`src/rtl/timer_pkg.sv`:
```
// Shared constants for the shot clock timer: FSM state codes, default presets
// and a small width helper used for the preset select port.
package timer_pkg;

    localparam logic [1:0] ST_IDLE    = 2'd0;
    localparam logic [1:0] ST_RUNNING = 2'd1;
    localparam logic [1:0] ST_PAUSED  = 2'd2;
    localparam logic [1:0] ST_EXPIRED = 2'd3;

    localparam int DEF_CNT_W    = 5;
    localparam int DEF_N_PRESET = 2;

    // Entry 0 sits in the low bits: entry 0 = 24, entry 1 = 14.
    localparam logic [DEF_N_PRESET*DEF_CNT_W-1:0] DEF_PRESETS = {5'd14, 5'd24};

    function automatic int sel_width(input int n);
        return (n > 1) ? $clog2(n) : 1;
    endfunction

endpackage

```
`src/rtl/buzz_timer.sv`:
```
// Buzzer duration timer: raises the buzzer on start and drops it on the edge
// that samples the BUZZ_LEN-th tick afterwards.
module buzz_timer #(
    parameter int BUZZ_LEN = 3,
    localparam int BW      = $clog2(BUZZ_LEN + 1)
) (
    input  logic clk,
    input  logic clear,
    input  logic start,
    input  logic abort,
    input  logic tick,
    output logic buzzer
);

    logic          r_buzz;
    logic [BW-1:0] r_ticks;

    // The tick coinciding with start is deliberately not counted.
    always_ff @(posedge clk) begin
        if (clear || abort) begin
            r_buzz  <= 1'b0;
            r_ticks <= '0;
        end else if (start) begin
            r_buzz  <= 1'b1;
            r_ticks <= '0;
        end else if (r_buzz && tick) begin
            if (r_ticks == BW'(BUZZ_LEN - 1)) begin
                r_buzz  <= 1'b0;
                r_ticks <= '0;
            end else begin
                r_ticks <= r_ticks + BW'(1);
            end
        end
    end

    assign buzzer = r_buzz;

endmodule

```
`src/rtl/shot_clock_timer.sv`:
```
// Shot clock timer: loadable up/down counter with run/pause control, one-cycle
// expiry pulse, optional auto-reload and a buzzer held for BUZZ_LEN ticks.
module shot_clock_timer
    import timer_pkg::*;
#(
    parameter int                          CNT_W       = DEF_CNT_W,
    parameter int                          N_PRESET    = DEF_N_PRESET,
    parameter logic [N_PRESET*CNT_W-1:0]   PRESETS     = DEF_PRESETS,
    parameter int                          BUZZ_LEN    = 3,
    parameter bit                          AUTO_RELOAD = 1'b0,
    localparam int                         SEL_W       = sel_width(N_PRESET)
) (
    input  logic             clk,
    input  logic             clear,
    input  logic             tick,
    input  logic             load,
    input  logic [SEL_W-1:0] preset_sel,
    input  logic             run,
    input  logic             dir,
    output logic [CNT_W-1:0] count,
    output logic [1:0]       state,
    output logic             expired,
    output logic             buzzer
);

    if (BUZZ_LEN < 1) begin : g_bad_buzz_len
        $fatal(1, "shot_clock_timer: BUZZ_LEN must be at least 1");
    end

    for (genvar gi = 0; gi < N_PRESET; gi++) begin : g_preset_check
        if (longint'(PRESETS[gi*CNT_W +: CNT_W]) > (longint'(1) << CNT_W) - 1) begin : g_bad_preset
            $fatal(1, "shot_clock_timer: preset entry exceeds counter range");
        end
    end

    logic [CNT_W-1:0] r_count;
    logic [1:0]       r_state;
    logic             r_expired;

    logic [CNT_W-1:0] w_preset;
    logic [CNT_W-1:0] w_start;
    logic [CNT_W-1:0] w_term;
    logic             w_at_or_past;
    logic [CNT_W-1:0] w_stepped;
    logic [CNT_W-1:0] w_cnt_nx;
    logic [1:0]       w_st_nx;
    logic             w_expire_now;

    // Out-of-range selects (non power-of-two N_PRESET) fall back to entry 0.
    always_comb begin
        w_preset = PRESETS[0 +: CNT_W];
        if (int'(preset_sel) < N_PRESET) begin
            w_preset = PRESETS[int'(preset_sel)*CNT_W +: CNT_W];
        end
    end

    assign w_start = dir ? '0 : w_preset;
    assign w_term  = dir ? w_preset : '0;

    // A count already at or beyond the terminal snaps to it, so it never wraps.
    assign w_at_or_past = dir ? (r_count >= w_term) : (r_count <= w_term);
    assign w_stepped    = w_at_or_past ? w_term
                        : (dir ? r_count + CNT_W'(1) : r_count - CNT_W'(1));

    always_comb begin
        w_cnt_nx     = r_count;
        w_st_nx      = r_state;
        w_expire_now = 1'b0;
        if (load) begin
            w_cnt_nx = w_start;
            w_st_nx  = ST_IDLE;
        end else begin
            case (r_state)
                ST_IDLE, ST_PAUSED: begin
                    if (run) begin
                        if (r_count == w_term) begin
                            w_st_nx      = ST_EXPIRED;
                            w_expire_now = 1'b1;
                        end else begin
                            w_st_nx = ST_RUNNING;
                        end
                    end
                end
                ST_RUNNING: begin
                    if (!run) begin
                        w_st_nx = ST_PAUSED;
                    end else if (tick) begin
                        w_cnt_nx = w_stepped;
                        if (w_stepped == w_term) begin
                            w_st_nx      = ST_EXPIRED;
                            w_expire_now = 1'b1;
                        end
                    end
                end
                ST_EXPIRED: begin
                    if (AUTO_RELOAD) begin
                        w_cnt_nx = w_start;
                        w_st_nx  = run ? ST_RUNNING : ST_PAUSED;
                    end
                end
                default: w_st_nx = ST_IDLE;
            endcase
        end
    end

    always_ff @(posedge clk) begin
        if (clear) begin
            r_count   <= '0;
            r_state   <= ST_IDLE;
            r_expired <= 1'b0;
        end else begin
            r_count   <= w_cnt_nx;
            r_state   <= w_st_nx;
            r_expired <= w_expire_now;
        end
    end

    buzz_timer #(
        .BUZZ_LEN (BUZZ_LEN)
    ) u_buzz (
        .clk    (clk),
        .clear  (clear),
        .start  (w_expire_now),
        .abort  (load),
        .tick   (tick),
        .buzzer (buzzer)
    );

    assign count   = r_count;
    assign state   = r_state;
    assign expired = r_expired;

endmodule

```
`config.mk`:
```
export PLATFORM = sky130hd
export DESIGN_NAME = shot_clock_timer
export DESIGN_NICKNAME = d
export VERILOG_FILES = /design/src/rtl/timer_pkg.sv /design/src/rtl/buzz_timer.sv /design/src/rtl/shot_clock_timer.sv
export SDC_FILE = /design/constraint.sdc
export NUM_CORES = 1
export LEC_CHECK = 0
export CELL_PAD_IN_SITES_DETAIL_PLACEMENT = 1
export CELL_PAD_IN_SITES_GLOBAL_PLACEMENT = 1
export CORE_MARGIN = 2
export CORE_UTILIZATION = 39
export CTS_BUF_LIST = sky130_fd_sc_hd__clkbuf_4
export DETAILED_ROUTE_END_ITERATION = 8
export PLACE_DENSITY = 0.81
export SYNTH_ARGS = -nofsm -noshare
export SYNTH_HDL_FRONTEND = slang
export SYNTH_SLANG_ARGS = --single-unit
```
`constraint.sdc`:
```
create_clock -name clk -period 3.05 [get_ports clk]
set_input_delay 0.305 -clock clk [delete_from_list [all_inputs] [get_ports clk]]
set_output_delay 0.305 -clock clk [all_outputs]
set_load 0.02 [all_outputs]
```
==> results of run 1 <==
synth_stat cells, types with 3 or more instances:
cell / count
nand2_1: 15
dfxtp_1: 11
a21oi_1: 9
nor3_1: 9
inv_1: 8
nor2_1: 8
o21ai_0: 8
ha_1: 6
nand3_1: 4
xor2_1: 4
a211oi_1: 3
nand2b_1: 3
o211ai_1: 3
o22ai_1: 3
flip-flops by register name (all words and copies together) (netlist names):
name            cells
expired             1
u_buzz.buzzer       1
state               2
count               5
u_buzz.r_ticks      2
per-stage QoR:
step | instance area [um2] | power (W) | setup slack [ns] | utilization, %
after CTS | 1140 | 0.000405 | 0.456 | 51.5
after global placement | 1110 | 0.000292 | 0.260 | 50.1
after detailed placement | 1110 | 0.000296 | 0.223 | 50.1
final | 1140 | 0.000402 | 0.479 | 51.5
after floorplan | 921 | 0.000250 | 0.496 | -
after global routing | 1140 | 0.000427 | 0.308 | 51.5
tightest hold or removal path: cells and delay by family, from the launching register on:
family	cells	cell delay, ns
compound gates	1	0.04
flops	1	0.33
simple gates	3	0.16
how the worst min path moves through the flow:
stage                       from                end  depth (start not counted)
2_1_floorplan                run           state[0]                          2
3_3_place_gp            state[1]           state[0]                          2
3_5_place_dp   u_buzz.r_ticks[0]  u_buzz.r_ticks[1]                          4
4_1_cts        u_buzz.r_ticks[0]  u_buzz.r_ticks[1]                          4
5_1_grt                 state[0]           state[1]                          2
6_report       u_buzz.r_ticks[0]  u_buzz.r_ticks[1]                          4
power groups by stage:
stage	Sequential, W	Combinational, W	Clock (W)
2_1_floorplan	0.000163	0.0000874	0
3_3_place_gp	0.000158	0.000134	0
3_5_place_dp	0.000159	0.000137	0
4_1_cts	0.000155	0.000137	0.000113
5_1_grt	0.000156	0.000152	0.000119
6_report	0.000155	0.000138	0.000109
kinds of logic after synthesis:
group           Yosys count  synth area share (%)
buf+inv                  11                  4.62
flops                    11                  23.9
fa+ha+maj                 7                  10.3
xor+xnor                  4                  3.80
simple gates             45                  23.6
compound gates           39                  29.8
mux                       3                  3.94
layer usage:
metal / vias to the layer above / wire length (um)
met2: 26 / 1350
met3: 4 / 109
met5: - / 0
met1: 478 / 1200
met4: 0 / 31
li1: 473 / -
final cells by class:
| class | count | area, um2 |
|---|---|---|
| flip-flops and latches | 11 | 220 |
| multi-input cells | 98 | 658 |
| well taps | 28 | 35.0 |
| inverters | 8 | 30.0 |
| repair buffers | 17 | 165 |
| clock buffers | 4 | 30.0 |
| fillers | 270 | 1070 |
==> key figures, run 1 <==
Timing
  • Slew @ Worst Pin: 0.618 ns
  • Slew HR: 58.5%
  • Final setup viols: 0
  • Final period util: 84.3%
  • Worst hold margin: 0.573 ns
  • Post-layout min period: 2.57 ns
  • Hold Vio Cnt, Final: 0
  • Setup Skew: 0.00213 ns
  • RSZ-0062 raised after global routing: no
  • Final setup TNS: 0 ns
  • Max Fclk: 0.389 GHz
  • Slew Viols, Final: 0

Logic synthesis
  • Yosys warns: 0
  • Top-area cell type share of the netlist area: 23.9%
  • Syn nets: 134
  • Syn avg cell area: 7.67 um2
  • Post-synth top flop: dfxtp_1
  • Largest cells by area after synthesis: dfxtp_1, ha_1, nand2_1
  • Sequential-to-total area share from yosys stat: 23.9%
  • Seq cells post-synth: 11
  • Synth area leader: dfxtp_1
  • Synth cell types: 36
  • EDFF count, synth: 0
  • Ys async rst share: 0%
  • Synthesized area: 921 um2
  • Syn Inst Count: 120

Power and ir drop
  • LEAKAGE: 0.448 nW
  • Part of the power in registers: 38.6%
  • PD cells: 353 nW/um2
  • Switching power: 0.000135 W
  • Switching power share of the total: 33.6%
  • Peak supply drop: 0.000169 V
  • Combinational share of power: 34.3%
  • Clock share of power: 27.2%
  • P_int: 0.000267 W

Clocking
  • CTS tree: yes
  • CTS clock-pin slew for the worst setup and hold paths: 0.07 ns
  • Clk sinks: 11
  • # resized after CTS: 0
  • Root buffer cell: clkbuf_4
  • Setup bufs post-CTS: 0
  • Num CTS Buffers: 3
  • CTS Hold Bufs: 0
  • H-tree levels: 1
  • Clock Latency Late Sink: 0.27 ns
  • Clk buf depth: 2

Global routing
  • First-pass GRT wire length: 4640 um
  • Tot GR Track Use: 22.9%
  • GR Layer Usage met2: 40.4%
  • M1 GR Usage: 27.7%
  • Congestion Overflow GR: 0
  • Vias in the first global route: 1029
  • Pin count of the biggest net entering global routing: 11
  • Initial antenna violation count: 0
  • Met3 Usage GRT: 3.43%
  • GRT busiest layer: met2

Critical path
  • Critical path's slowest cell: dfxtp_1
  • Delay-heaviest family, CP: compound AO/OA/AOI/OAI gates
  • Worst r2r src: count[0]
  • WP depth: 8
  • Setup crit end: u_buzz.r_ticks[0]
  • Crit. Startpoint: count[0]
  • Crit path cell chain: inv_1 > fa_1 > nand2b_1 > a21oi_1 > xor2_1 > mux2_4 > a22o_4 > a211oi_1
  • Setup CP Type: reg2reg
  • Flop2flop setup slack: 0.48 ns
  • WP data arrival: 2.74 ns
  • Worst stage delay on the critical path: 0.49 ns
  • Startpoint Class: flop
  • Crit. End Element: flop
  • Worst Path Required: 3.22 ns
  • CP max FO: 8
  • Crit path buf inv count: 1
  • Reg2reg path depth: 8
  • R2R Path End: u_buzz.r_ticks[0]

Outcome
  • Status: finished clean

Route
  • WL/cell: 16.2 um
  • Final antenna-violating net count: 0
  • DR pass1 iterations: 4
  • DRT iter0 DRCs: 7
  • Drt via density: 5.91
  • DR vias: 981
  • Post-Route WL: 2690 um
  • DRC viols: 0

Hold path
  • HP Class: reg2reg

Place
  • HPWL Detailed: 2200 um
  • RD Place Congestion: 0.862
  • Placed insts: 162
  • IO Port Bufs: 15

Layout
  • Area Overhead vs Synth: 23.6%
  • Ant diodes: 0
  • Layout Nets: 153
  • Non-Filler Instances: 166
  • Layout cells sized above 1: 11.6%
  • Most frequent cells in the layout: nand2_1, clkdlybuf4s50_1, dfxtp_1

Die
  • Die area: 2770 um2
  • Core area: 2210 um2
  • Width of the die: 52.6 um
  • Io pins: 16
  • Num rows: 17
  • Die Height: 52.6 um
  • Starting density of the core: 41.6%

Flow run
  • Max-Cap Viols: 0
Note: power is estimated with default switching activity, not from simulation.
==> run 2, diff against run 1 <==
Settings changed: CORE_UTILIZATION 39 to 35, PLACE_DENSITY 0.81 to 0.76.
Clock period 3.05 ns to 2.35 ns, I/O delays scaled along.
==> run 2 against run 1 <==
Against the previous run: global-route usage down 1.4 points; sequential cell count unchanged; largest cell class unchanged; via count up 7.3%; clock-buffer cell count unchanged; die area up 11%; total power up 45%; wire length up 18%; fmax up 13%; combinational power up 70%; critical path type unchanged; worst hold slack better by 0.018 ns; first-iteration DRC count rose to 3.7 times the previous value; utilization up 2.9 points.
==> key figures, run 2 (synthesis gave the netlist of run 1 again) <==
Outcome
  • Status: finished clean (unchanged)

Timing
  • Post-layout min period: 2.28 ns (was 2.57 ns)
  • Slew Viols, Final: 0 (unchanged)
  • RSZ-0062 raised after global routing: no (unchanged)
  • Slew @ Worst Pin: 0.678 ns (was 0.618 ns)
  • Max Fclk: 0.439 GHz (was 0.389 GHz)
  • Slew HR: 54.4% (was 58.5%)
  • Final setup viols: 0 (unchanged)
  • Hold Vio Cnt, Final: 0 (unchanged)
  • Final period util: 97.0% (was 84.3%)
  • Setup Skew: 0.00918 ns (was 0.00213 ns)
  • Worst hold margin: 0.591 ns (was 0.573 ns)

Layout
  • Ant diodes: 0 (unchanged)
  • Most common cell after layout, fill and taps aside: buf_4
  • Area Overhead vs Synth: 46.3% (was 23.6%)
  • Layout cells sized above 1: 28.9% (was 11.6%)
  • Layout Nets: 174 (was 153)
  • Max reg flops: 5 (unchanged)
  • Most frequent cells in the layout: buf_4, nand2_1, clkdlybuf4s50_1 (was nand2_1, clkdlybuf4s50_1, dfxtp_1)

Power and ir drop
  • LEAKAGE: 0.563 nW (was 0.448 nW)
  • PnR Total Power: 0.000583 W (was 0.000402 W)
  • PD cells: 433 nW/um2 (was 353 nW/um2)
  • Peak supply drop: 0.000215 V (was 0.000169 V)

Global routing
  • Initial antenna violation count: 0 (unchanged)
  • Vias in the first global route: 1095 (was 1029)
  • Tot GR Track Use: 21.5% (was 22.9%)
  • Pin count of the biggest net entering global routing: 11 (unchanged)
  • First-pass GRT wire length: 5180 um (was 4640 um)
  • Congestion Overflow GR: 0 (unchanged)

Die
  • Die area: 3060 um2 (was 2770 um2)
  • Starting density of the core: 37.2% (was 41.6%)
  • Die Height: 55.3 um (was 52.6 um)
  • Core area: 2480 um2 (was 2210 um2)
  • Io pins: 16 (unchanged)
  • Width of the die: 55.3 um (was 52.6 um)
  • Num rows: 18 (was 17)

Critical path
  • CP max FO: 3 (was 8)
  • Crit path cell chain: inv_1 > fa_2 > nand2b_1 > a21oi_2 > xor2_2 > mux2_4 > a22o_4 > a31o_2 (was inv_1 > fa_1 > nand2b_1 > a21oi_1 > xor2_1 > mux2_4 > a22o_4 > a211oi_1)
  • WP data arrival: 2.44 ns (was 2.74 ns)
  • Critical path's slowest cell: fa_2 (was dfxtp_1)
  • Setup CP Type: reg2reg (unchanged)
  • Worst stage delay on the critical path: 0.36 ns (was 0.49 ns)
  • Worst r2r src: count[0] (unchanged)
  • Reg2reg path depth: 8 (unchanged)
  • Flop2flop setup slack: 0.07 ns (was 0.48 ns)
  • Crit. End Element: flop (unchanged)
  • Startpoint Class: flop (unchanged)
  • R2R Path End: u_buzz.buzzer (was u_buzz.r_ticks[0])
  • Worst Path Required: 2.51 ns (was 3.22 ns)

Clocking
  • Clk sinks: 11 (unchanged)
  • Clk buf depth: 2 (unchanged)
  • CTS tree: yes (unchanged)
  • H-tree levels: 1 (unchanged)
  • Num CTS Buffers: 3 (unchanged)
  • CTS clock-pin slew for the worst setup and hold paths: 0.08 ns (was 0.07 ns)
  • Root buffer cell: clkbuf_4 (unchanged)
  • Clock Latency Late Sink: 0.27 ns (about the same)

Hold path
  • HP Class: reg2reg (unchanged)
  • Hold Crit Endpoint: state[1] (was u_buzz.r_ticks[1])
  • Hold path depth: 2 (was 4)
  • HP Start: state[0] (was u_buzz.r_ticks[0])

Route
  • DR vias: 1053 (was 981)
  • DRT iter0 DRCs: 26 (was 7)
  • WL/cell: 16.7 um (was 16.2 um)
  • Drt via density: 5.57 (was 5.91)
  • Post-Route WL: 3160 um (was 2690 um)
  • Final antenna-violating net count: 0 (unchanged)
  • DR pass1 iterations: 4 (unchanged)
  • DRC viols: 0 (unchanged)

Place
  • IO Port Bufs: 15 (unchanged)
  • RD Place Congestion: 0.835 (was 0.862)
  • HPWL Detailed: 2420 um (was 2200 um)

Flow run
  • Max-Cap Viols: 0 (unchanged)
run 2: cell types whose count changed in the layout (fill, tap and decap cells not counted), sizes merged:
cell           previous run  this run
buf                       2        23
clkdlybuf4s50            15        14
dlygate4sd2               0         1
run 2: critical path, delay by kind of cell, from the launching register on:
family                   cells  cell delay [ns]
AO/OA/AOI/OAI                3             0.68
adder cells (fa/ha/maj)      1             0.36
flip-flops                   1             0.35
multiplexers                 1             0.34
XOR/XNOR                     1             0.21
AND/OR/NAND/NOR              1             0.16
buffers and inverters        1             0.07
run 2: per-stage QoR:
step	setup TNS (ns)	worst slack (ns)	instances	cell area, um2	util, %
floorplan	0	0.0272	120	937	-
global placement	-1.69	-0.256	184	1280	51.6
detailed placement	-2.74	-0.361	184	1280	51.6
CTS	0	0.0312	189	1340	54.0
global route	0	0.0136	189	1350	54.4
finish	0	0.0713	189	1350	54.4
run 2: worst max-delay path by stage:
| stage | slack, ns | cells after the start | to | start |
|---|---|---|---|---|
| floorplan | 0.03 | 8 | u_buzz.buzzer | count[0] |
| global placement | -0.26 | 9 | u_buzz.buzzer | dir |
| detailed placement | -0.36 | 11 | state[1] | dir |
| CTS | 0.03 | 8 | u_buzz.r_ticks[0] | count[0] |
| global route | 0.01 | 8 | u_buzz.r_ticks[0] | count[0] |
| finish | 0.07 | 8 | u_buzz.buzzer | count[0] |
run 2: what timing repair did:
action                                  CTS  global route
buffers inserted                          1             0
resized for setup                         5             2
pin swaps                                 1             1
hold endpoints to repair                  0             0
hold buffers                              0             0
endpoints found under the setup margin    5             3
run 2: power breakdown:
group | leakage [nW] | internal (W) | switching (W)
Combinational | 0.454 | 0.000114 | 0.000121
Sequential | 0.0908 | 0.000192 | 0.00000819
Clock | 0.0184 | 0.0000773 | 0.0000707
run 2: layer usage:
layer	GRT usage (%)	vias up	share of wire, %
li1	-	514	-
met1	24.0	515	42
met2	40.8	18	54
met3	2.81	6	2.7
met4	7.67	0	1.7
met5	0	-	0
run 2: cell type report:
class                      instances  area [um2]
sequential                        11         225
multi-input combinational         98         703
clock buffer                       4        30.0
inverter                           8        30.0
fill                             321        1130
tap                               30        37.5
timing repair buffer              38         322
==> run 3, diff against run 2 <==
Settings changed: CORE_MARGIN 2 to not set.
==> run 3 against run 2 <==
Against the previous run: fmax increased by 1.4%; non-clock buffer count decreased by 2; wire length decreased by 2.1%; critical endpoint unchanged; total power decreased by 2.4%; largest cell class unchanged; sequential cell count unchanged; critical path type unchanged; clock skew decreased by 0.0044 ns.
==> key figures, run 3 (synthesis gave the netlist of run 1 again) <==
Hold path
  • HP Start: state[1] (was state[0])
  • Hold Crit Endpoint: state[0] (was state[1])
  • HP Class: reg2reg (unchanged)
  • Hold path depth: 2 (unchanged)

Critical path
  • Worst stage delay on the critical path: 0.36 ns (about the same)
  • Worst Path Required: 2.51 ns (about the same)
  • Flop2flop setup slack: 0.10 ns (was 0.07 ns)
  • Crit path cell chain: inv_1 > fa_2 > nand2b_1 > a21oi_2 > xor2_2 > mux2_4 > a22o_4 > a31o_2 (unchanged)
  • CP max FO: 3 (unchanged)
  • Critical path's slowest cell: fa_2 (unchanged)
  • Worst r2r src: count[0] (unchanged)
  • Startpoint Class: flop (unchanged)
  • Setup CP Type: reg2reg (unchanged)
  • R2R Path End: u_buzz.buzzer (unchanged)
  • WP data arrival: 2.40 ns (was 2.44 ns)
  • Crit. End Element: flop (unchanged)
  • Reg2reg path depth: 8 (unchanged)

Power and ir drop
  • PD cells: 426 nW/um2 (was 433 nW/um2)
  • LEAKAGE: 0.548 nW (was 0.563 nW)
  • Peak supply drop: 0.000230 V (was 0.000215 V)

Layout
  • Area Overhead vs Synth: 45.1% (was 46.3%)
  • Non-Filler Instances: 187 (was 189)
  • FF/Latch Area: 225 um2 (unchanged)
  • Layout Nets: 172 (was 174)
  • Max reg flops: 5 (unchanged)
  • Layout cells sized above 1: 28.7% (was 28.9%)
  • Most frequent cells in the layout: buf_4, nand2_1, clkdlybuf4s50_1 (unchanged)
  • # fillers: 322 (was 321)
  • Ant diodes: 0 (unchanged)
  • Most common cell after layout, fill and taps aside: buf_4 (unchanged)
  • Multi-input gate area: 707 um2 (was 703 um2)

Timing
  • Post-layout min period: 2.25 ns (was 2.28 ns)
  • Final setup TNS: 0 ns (unchanged)
  • Final setup viols: 0 (unchanged)
  • Max Fclk: 0.445 GHz (was 0.439 GHz)
  • Slew Viols, Final: 0 (unchanged)
  • Final period util: 95.6% (was 97.0%)
  • Setup Skew: 0.00479 ns (was 0.00918 ns)
  • RSZ-0062 raised after global routing: no (unchanged)
  • Slew @ Worst Pin: 0.634 ns (was 0.678 ns)
  • Hold Vio Cnt, Final: 0 (unchanged)
  • Slew HR: 57.4% (was 54.4%)

Route
  • DR pass1 iterations: 4 (unchanged)
  • Drt via density: 5.56 (was 5.57)
  • Post-Route WL: 3100 um (was 3160 um)
  • WL/cell: 16.6 um (was 16.7 um)
  • Final antenna-violating net count: 0 (unchanged)
  • DR vias: 1039 (was 1053)
  • DRT iter0 DRCs: 18 (was 26)
  • DRC viols: 0 (unchanged)

Die
  • Io pins: 16 (unchanged)
  • Core area: 2480 um2 (unchanged)
  • Die area: 2840 um2 (was 3060 um2)
  • Num rows: 18 (unchanged)
  • Starting density of the core: 37.2% (unchanged)
  • Die Height: 53.3 um (was 55.3 um)
  • Width of the die: 53.3 um (was 55.3 um)

Flow run
  • Max-Cap Viols: 0 (unchanged)

Place
  • HPWL Detailed: 2450 um (was 2420 um)
  • IO Port Bufs: 15 (unchanged)
  • Placed insts: 182 (was 184)
  • RD Place Congestion: 0.847 (was 0.835)

Clocking
  • Num CTS Buffers: 3 (unchanged)
  • H-tree levels: 1 (unchanged)
  • CTS Hold Bufs: 0 (unchanged)
  • Clock Latency Late Sink: 0.26 ns (was 0.27 ns)
  • Clk buf depth: 2 (unchanged)
  • CTS clock-pin slew for the worst setup and hold paths: 0.07 ns (was 0.08 ns)
  • CTS tree: yes (unchanged)
  • Clk sinks: 11 (unchanged)
  • Root buffer cell: clkbuf_4 (unchanged)

Global routing
  • Vias in the first global route: 1042 (was 1095)
  • Initial antenna violation count: 0 (unchanged)
  • Tot GR Track Use: 24.9% (was 21.5%)
  • Pin count of the biggest net entering global routing: 11 (unchanged)
  • Congestion Overflow GR: 0 (unchanged)
  • First-pass GRT wire length: 4950 um (was 5180 um)

Outcome
  • Status: finished clean (unchanged)
==> run 3: worst max-delay path: cells and delay by family (launching register included) <==
kind	cells	cell delay (ns)
XOR/XNOR	1	0.19
multiplexers	1	0.34
buffers and inverters	1	0.07
AO/OA/AOI/OAI	3	0.67
AND/OR/NAND/NOR	1	0.16
adder cells (fa/ha/maj)	1	0.36
flip-flops	1	0.35
==> run 3: metal layers <==
metal,part of all wire [%],GRT usage (%),vias up
met5,0,0,-
met4,0.87,5.70,0
met3,2.5,2.87,4
met2,52,46.9,19
met1,45,29.1,506
li1,-,-,510
==> run 3: area by class of cell <==
class	instances	area share, %
clock buffers	4	2.25
inverters	8	2.25
multi-input cells	98	52.9
flip-flops and latches	11	16.9
well taps	30	2.81
repair buffers	36	22.9
==> run 3: timing repair <==
item | in CTS | in global routing
buffers inserted | 1 | 0
pin swaps | 2 | 0
setup endpoints to repair | 3 | 2
cloned | 0 | 0
gates resized for setup | 7 | 1
hold endpoints to repair | 0 | 0
==> run 3: worst max-delay path by stage <==
| stage | from | endpoint | slack [ns] | depth (start not counted) |
|---|---|---|---|---|
| 2_1_floorplan | count[0] | u_buzz.buzzer | 0.03 | 8 |
| 3_5_place_dp | dir | u_buzz.buzzer | -0.29 | 9 |
| 6_report | count[0] | u_buzz.buzzer | 0.10 | 8 |
| 4_1_cts | count[0] | u_buzz.buzzer | 0.09 | 8 |
| 3_3_place_gp | dir | u_buzz.buzzer | -0.24 | 8 |
| 5_1_grt | count[0] | u_buzz.r_ticks[0] | 0.0004 | 8 |
==> run 3: per-stage QoR <==
step                utilization [%]  hold slack [ns]  area [um2]  setup slack [ns]  total power [W]
detailed placement             51.0            0.584        1260            -0.288         0.000418
floorplan                         -            0.402         937            0.0272         0.000326
global placement               51.0            0.565        1260            -0.237         0.000409
CTS                            53.8            0.596        1330            0.0933         0.000569
finish                         53.9            0.596        1340             0.104         0.000569
global route                   53.9            0.622        1340          0.000443         0.000602
==> run 3: power by group <==
part           switching (W)  internal (W)  total [W]  leakage, nW
Sequential        0.00000846      0.000192   0.000201       0.0908
Clock              0.0000590     0.0000771   0.000136       0.0184
Combinational       0.000120      0.000113   0.000233        0.439
Total               0.000188      0.000382   0.000569        0.548
